--- src/rtl/mem_access_unit_pkg.sv ---
// Shared access-size codes, FSM encoding, timeout limit and bus payload for the
// load/store memory access unit.
package mem_access_unit_pkg;

    localparam int unsigned DATA_W         = 32;
    localparam int unsigned ADDR_W         = 32;
    localparam int unsigned BE_W           = DATA_W / 8;
    localparam int unsigned TIMEOUT_CYCLES = 256;
    localparam int unsigned CNT_W          = $clog2(TIMEOUT_CYCLES);

    localparam logic [2:0] F3_B  = 3'b000;
    localparam logic [2:0] F3_H  = 3'b001;
    localparam logic [2:0] F3_W  = 3'b010;
    localparam logic [2:0] F3_BU = 3'b100;
    localparam logic [2:0] F3_HU = 3'b101;

    typedef enum logic [1:0] {
        ST_IDLE = 2'd0,
        ST_REQ  = 2'd1,
        ST_DONE = 2'd2,
        ST_ERR  = 2'd3
    } state_t;

    typedef enum logic [1:0] {
        SZ_BYTE = 2'd0,
        SZ_HALF = 2'd1,
        SZ_WORD = 2'd2
    } size_t;

    typedef struct packed {
        logic              we;
        logic [ADDR_W-1:0] addr;
        logic [BE_W-1:0]   be;
        logic [DATA_W-1:0] wdata;
    } mem_cmd_t;

    // Unused funct3 codes fall through to word size.
    function automatic size_t access_size(input logic [2:0] funct3);
        case (funct3[1:0])
            2'b00:   return SZ_BYTE;
            2'b01:   return SZ_HALF;
            default: return SZ_WORD;
        endcase
    endfunction

    function automatic logic is_aligned(input size_t sz, input logic [1:0] lo);
        case (sz)
            SZ_BYTE: return 1'b1;
            SZ_HALF: return ~lo[0];
            default: return (lo == 2'b00);
        endcase
    endfunction

    function automatic logic [BE_W-1:0] byte_enables(input size_t sz, input logic [1:0] lo);
        case (sz)
            SZ_BYTE: return 4'b0001 << lo;
            SZ_HALF: return 4'b0011 << {lo[1], 1'b0};
            default: return 4'b1111;
        endcase
    endfunction

    function automatic logic [DATA_W-1:0] lane_data(input size_t sz, input logic [DATA_W-1:0] d);
        case (sz)
            SZ_BYTE: return {4{d[7:0]}};
            SZ_HALF: return {2{d[15:0]}};
            default: return d;
        endcase
    endfunction

endpackage

--- src/rtl/mem_access_unit_load_formatter.sv ---
// Selects the addressed byte/halfword lane of a read word and sign/zero extends it.
module load_formatter
    import mem_access_unit_pkg::*;
(
    input  logic [2:0]        funct3,
    input  logic [1:0]        addr_lo,
    input  logic [DATA_W-1:0] word,
    output logic [DATA_W-1:0] data
);

    logic [7:0]  byte_lane;
    logic [15:0] half_lane;

    always_comb begin
        byte_lane = word[{addr_lo, 3'b000} +: 8];
        half_lane = addr_lo[1] ? word[31:16] : word[15:0];
        case (access_size(funct3))
            SZ_BYTE: data = funct3[2] ? {24'b0, byte_lane} : {{24{byte_lane[7]}}, byte_lane};
            SZ_HALF: data = funct3[2] ? {16'b0, half_lane} : {{16{half_lane[15]}}, half_lane};
            default: data = word;
        endcase
    end

endmodule

--- src/rtl/mem_access_unit.sv ---
// Multi-cycle load/store unit: aligns core requests onto a word-wide memory bus,
// stalls the core until ack, and reports misalignment and ack timeouts.
module mem_access_unit
    import mem_access_unit_pkg::*;
(
    input  logic              clk,
    input  logic              rst,
    input  logic              mem_read,
    input  logic              mem_write,
    input  logic [2:0]        funct3,
    input  logic [ADDR_W-1:0] addr,
    input  logic [DATA_W-1:0] wdata,
    output logic [DATA_W-1:0] rdata,
    output logic              stall,
    output logic              misaligned,
    output logic              bus_error,
    output logic              m_req,
    output logic              m_we,
    output logic [ADDR_W-1:0] m_addr,
    output logic [BE_W-1:0]   m_be,
    output logic [DATA_W-1:0] m_wdata,
    input  logic [DATA_W-1:0] m_rdata,
    input  logic              m_ack
);

    state_t            state, state_nxt;
    logic [CNT_W-1:0]  cnt;
    mem_cmd_t          cmd;
    logic [2:0]        funct3_q;
    logic [1:0]        addr_lo_q;
    logic [DATA_W-1:0] load_data;
    size_t             req_size;
    logic              req_any;
    logic              req_aligned;
    logic              accept;

    assign req_size    = access_size(funct3);
    assign req_any     = mem_read | mem_write;
    assign req_aligned = is_aligned(req_size, addr[1:0]);

    always_ff @(posedge clk) begin
        if (rst) state <= ST_IDLE;
        else     state <= state_nxt;
    end

    // Next state plus the same-cycle stall/misaligned handshake to the core.
    always_comb begin
        state_nxt  = state;
        stall      = 1'b0;
        misaligned = 1'b0;
        accept     = 1'b0;
        case (state)
            ST_IDLE: begin
                if (req_any) begin
                    if (req_aligned) begin
                        stall     = 1'b1;
                        accept    = 1'b1;
                        state_nxt = ST_REQ;
                    end else begin
                        misaligned = 1'b1;
                    end
                end
            end
            ST_REQ: begin
                stall = 1'b1;
                if (m_ack)                                 state_nxt = ST_DONE;
                else if (cnt == CNT_W'(TIMEOUT_CYCLES - 1)) state_nxt = ST_ERR;
            end
            ST_DONE: state_nxt = ST_IDLE;
            ST_ERR:  state_nxt = ST_IDLE;
            default: state_nxt = ST_IDLE;
        endcase
    end

    load_formatter u_load_formatter (
        .funct3  (funct3_q),
        .addr_lo (addr_lo_q),
        .word    (m_rdata),
        .data    (load_data)
    );

    always_ff @(posedge clk) begin
        if (rst) begin
            cnt       <= '0;
            cmd       <= '0;
            funct3_q  <= '0;
            addr_lo_q <= '0;
            rdata     <= '0;
            m_req     <= 1'b0;
            bus_error <= 1'b0;
        end else begin
            m_req     <= (state_nxt == ST_REQ);
            bus_error <= (state_nxt == ST_ERR);

            if (state == ST_REQ && state_nxt == ST_REQ) cnt <= cnt + CNT_W'(1);
            else                                        cnt <= '0;

            // mem_write wins when both strobes are high.
            if (accept) begin
                cmd.we    <= mem_write;
                cmd.addr  <= {addr[ADDR_W-1:2], 2'b00};
                cmd.be    <= byte_enables(req_size, addr[1:0]);
                cmd.wdata <= lane_data(req_size, wdata);
                funct3_q  <= funct3;
                addr_lo_q <= addr[1:0];
            end

            if (state == ST_REQ) begin
                if (m_ack)                     rdata <= cmd.we ? '0 : load_data;
                else if (state_nxt == ST_ERR)  rdata <= '0;
            end
        end
    end

    assign m_we    = cmd.we;
    assign m_addr  = cmd.addr;
    assign m_be    = cmd.be;
    assign m_wdata = cmd.wdata;

endmodule

--- config.mk ---
export PLATFORM = sky130hd
export DESIGN_NAME = mem_access_unit
export DESIGN_NICKNAME = d
export VERILOG_FILES = /design/src/rtl/mem_access_unit_pkg.sv /design/src/rtl/mem_access_unit_load_formatter.sv /design/src/rtl/mem_access_unit.sv
export SDC_FILE = /design/constraint.sdc
export NUM_CORES = 1
export LEC_CHECK = 0
export CAP_MARGIN = 0
export CORE_MARGIN = 5
export CORE_UTILIZATION = 45
export CTS_CLUSTER_SIZE = 24
export DETAILED_ROUTE_END_ITERATION = 10
export PLACE_DENSITY = 0.84
export SLEW_MARGIN = 5
export SYNTH_ARGS = -nofsm -noshare
export SYNTH_HDL_FRONTEND = slang
export SYNTH_SLANG_ARGS = --single-unit
--- constraint.sdc ---
create_clock -name clk -period 4.4 [get_ports clk]
set_clock_uncertainty 0.1 [all_clocks]
set_input_delay 0.44 -clock clk [delete_from_list [all_inputs] [get_ports clk]]
set_output_delay 0.44 -clock clk [all_outputs]
set_load 0.02 [all_outputs]
==> results.md <==
- CP max-delay cell: nor2_1
- Final core utilization: 70.80%
- Total number of vias: 4869
- Endpoints failing hold: 0
- Most frequent CP cell: clkdlybuf4s50_1
- CTS sink cnt: 116
- CP max FO: 22
- Power per cell area: 421.6 mW/mm^2
- Multi-input gate area: 0.002370 sq mm
- CTS Hold Bufs: 0
- Synth Warn #: 0
- Filler Cell Count: 844
- Number of CTS-inserted buffers: 17
- CTS tree: yes
- DIE WIDTH: 114.2 um
- Final wirelength: 15.70 mm
- Max-slew violation count: 0
- Setup Fix Bufs, Post-CTS: 0
- CP Launch Type: input pin
- Ant. Diodes: 0
- Initial DRC Count: 304
- Pre-CTS WS: 1.038 ns
- Ys async rst share: 0%
- Status: complete, no violations
- Tightest Pin Transition: 1.247 ns
- I/O Buffers: 206
- Register area share after synthesis: 47.57%
- Initial Util: 45.44%
- Vias in the first global route: 5058
- First-pass GRT wire length: 25.14 mm
- Minimum clock period: 3.249 ns
- Largest net degree at the start of global routing: 94
- Number of detailed-route iterations in the first pass: 4
- Layout Nets: 854
- Most frequent cells in the layout: 205 x clkdlybuf4s50_1, 128 x nand2_1, 116 x dfxtp_1
- Die Height: 114.2 um
- CTS root buf: clkbuf_8
- RSZ-0062 raised after global routing: no
- Reg clk slew, reported paths: 0.05 ns
- CTS HTree Levels: 4
- Slowest stage delay, CP: 0.68 ns
- Crit path arrival time: 2.71 ns
- Slew headroom: 16.60%
- Syn_area_per_cell: 8.672 sq um
- Fin worst setup slack: 1.151 ns
- Share of cells above drive strength 1: 6.955%
- Max-cap violation count: 0
- Main flop type after synthesis: dfxtp_1
- Post-Route Setup TNS: 0 ns
- Top-Level Pins: 209
- Leakage power: 2.774 nW
- Worst Path Required: 3.86 ns
- Cell Rows: 38
- Critical path class: in2out
- DRC viols: 0
- Worst skew pair latency: 0.51 ns
- PostCTS Resize Cnt: 0
- Routed len/inst: 17.40 um
- Routability cong.: 0.8308
- CP Cell Sequence: clkdlybuf4s50_1 -> buf_4 -> nor2_1 -> o221ai_4 -> nand2_1 -> clkdlybuf4s50_1
- Fin Hold WS: 0.3541 ns
- Maximum vdd drop: 0.0002591 V
- Hold Crit Class: in2reg
- GRT Residual Overflow: 0
- Yosys cell types: 41
- Setup violators final: 0
- Fmax: 307.8 MHz
- Synthesized instance count: 563
- DPL Wire Length: 11.22 mm
- CP endpoint kind: output pin
- Post-synth EDFFs: 0
- Initial antenna violation count: 0
- Die ar.: 0.01303 sq mm
- Mapped cell area: 0.004882 sq mm
- Post-route ant nets: 0
- Core Box Area: 0.01075 sq mm
- Register bit total from synthesis: 116
- Syn-to-layout area delta: 55.82%
- Tot GR Track Use: 24.05%
- Reg area: 0.002322 sq mm
- Tcrit/Tclk final: 73.84%
- Pwr Total: 3.207 mW
- Commonest non-fill, non-tap cell in the layout: clkdlybuf4s50_1
- Via/cell ratio: 5.398
- Max Buffers Root-to-Sink: 2
## cell type report
cell class              instances  share of cell area, %
repair buffers                212                  27.63
clock inverters                10                  2.007
multi-input cells             396                  31.15
well taps                     140                  2.303
inverters                       6                 0.2961
flip-flops and latches        116                  30.53
clock buffers                  22                  6.086
## registers in the layout, summed over array words and instances, names as in the netlist
name       cells
m_wdata       32
rdata         32
m_addr        30
cnt            8
m_be           4
funct3_q       3
addr_lo_q      2
state          2
bus_error      1
m_req          1
m_we           1
## metal layers
layer	global-route usage, %	routed length [um]	up-vias
li1	-	-	2347
met1	27.31	6221	2312
met2	41.80	7823	185
met3	8.985	1368	25
met4	7.680	282	0
met5	0	0	-
## path summary, 6_finish.rpt
path | startpoint | cells past startpoint | to | slack, ns
max | funct3[1] | 6 | stall | 1.15
min | rst | 2 | state[0] | 0.35
max reg2reg | cnt[0] | 6 | rdata[28] | 1.83
min reg2reg | m_wdata[29] | 2 | m_wdata[29] | 0.35
## cells in the mapped netlist, types with 8 or more instances
| cell type | n | area (sq um) |
|---|---|---|
| nand2_1 | 128 | 480.5 |
| dfxtp_1 | 116 | 2322 |
| a21oi_1 | 64 | 320.3 |
| nor2_1 | 40 | 150.1 |
| clkbuf_1 | 34 | 127.6 |
| mux2i_1 | 24 | 240.2 |
| nand2b_1 | 18 | 112.6 |
| a221o_1 | 16 | 160.2 |
| a32o_1 | 16 | 160.2 |
| o21ai_0 | 12 | 60.06 |
| a211oi_1 | 10 | 75.07 |
| a311oi_1 | 10 | 87.58 |
| mux2_2 | 9 | 101.4 |
| nor2b_1 | 9 | 56.30 |
| o211ai_1 | 8 | 60.06 |
## worst max-delay path: cells and delay by family
family          cells  cell delay, ns
buf+inv             3            1.27
simple gates        2            0.77
compound gates      1            0.21
## where the power goes
group,internal (mW),switching (mW)
clock,0.959,0.472
combinational,0.291,0.311
sequential,1.12,0.0503
## metrics by stage
| stage | cells | instance area (sq um) |
|---|---|---|
| 2_1_floorplan | 564 | 4886 |
| 3_3_place_gp | 870 | 6992 |
| 3_5_place_dp | 870 | 6992 |
| 4_1_cts | 902 | 7607 |
| 5_1_grt | 902 | 7607 |
| 6_report | 902 | 7607 |
## logic make-up after synthesis
kind of cell	synth area share (%)
simple gates	18.84
compound gates	20.22
flops	47.57
buf+inv	4.510
mux	7.458
xor+xnor	1.076
fa+ha+maj	0.2562
other cells	0.07681
Note: power is estimated with default switching activity, not from simulation.
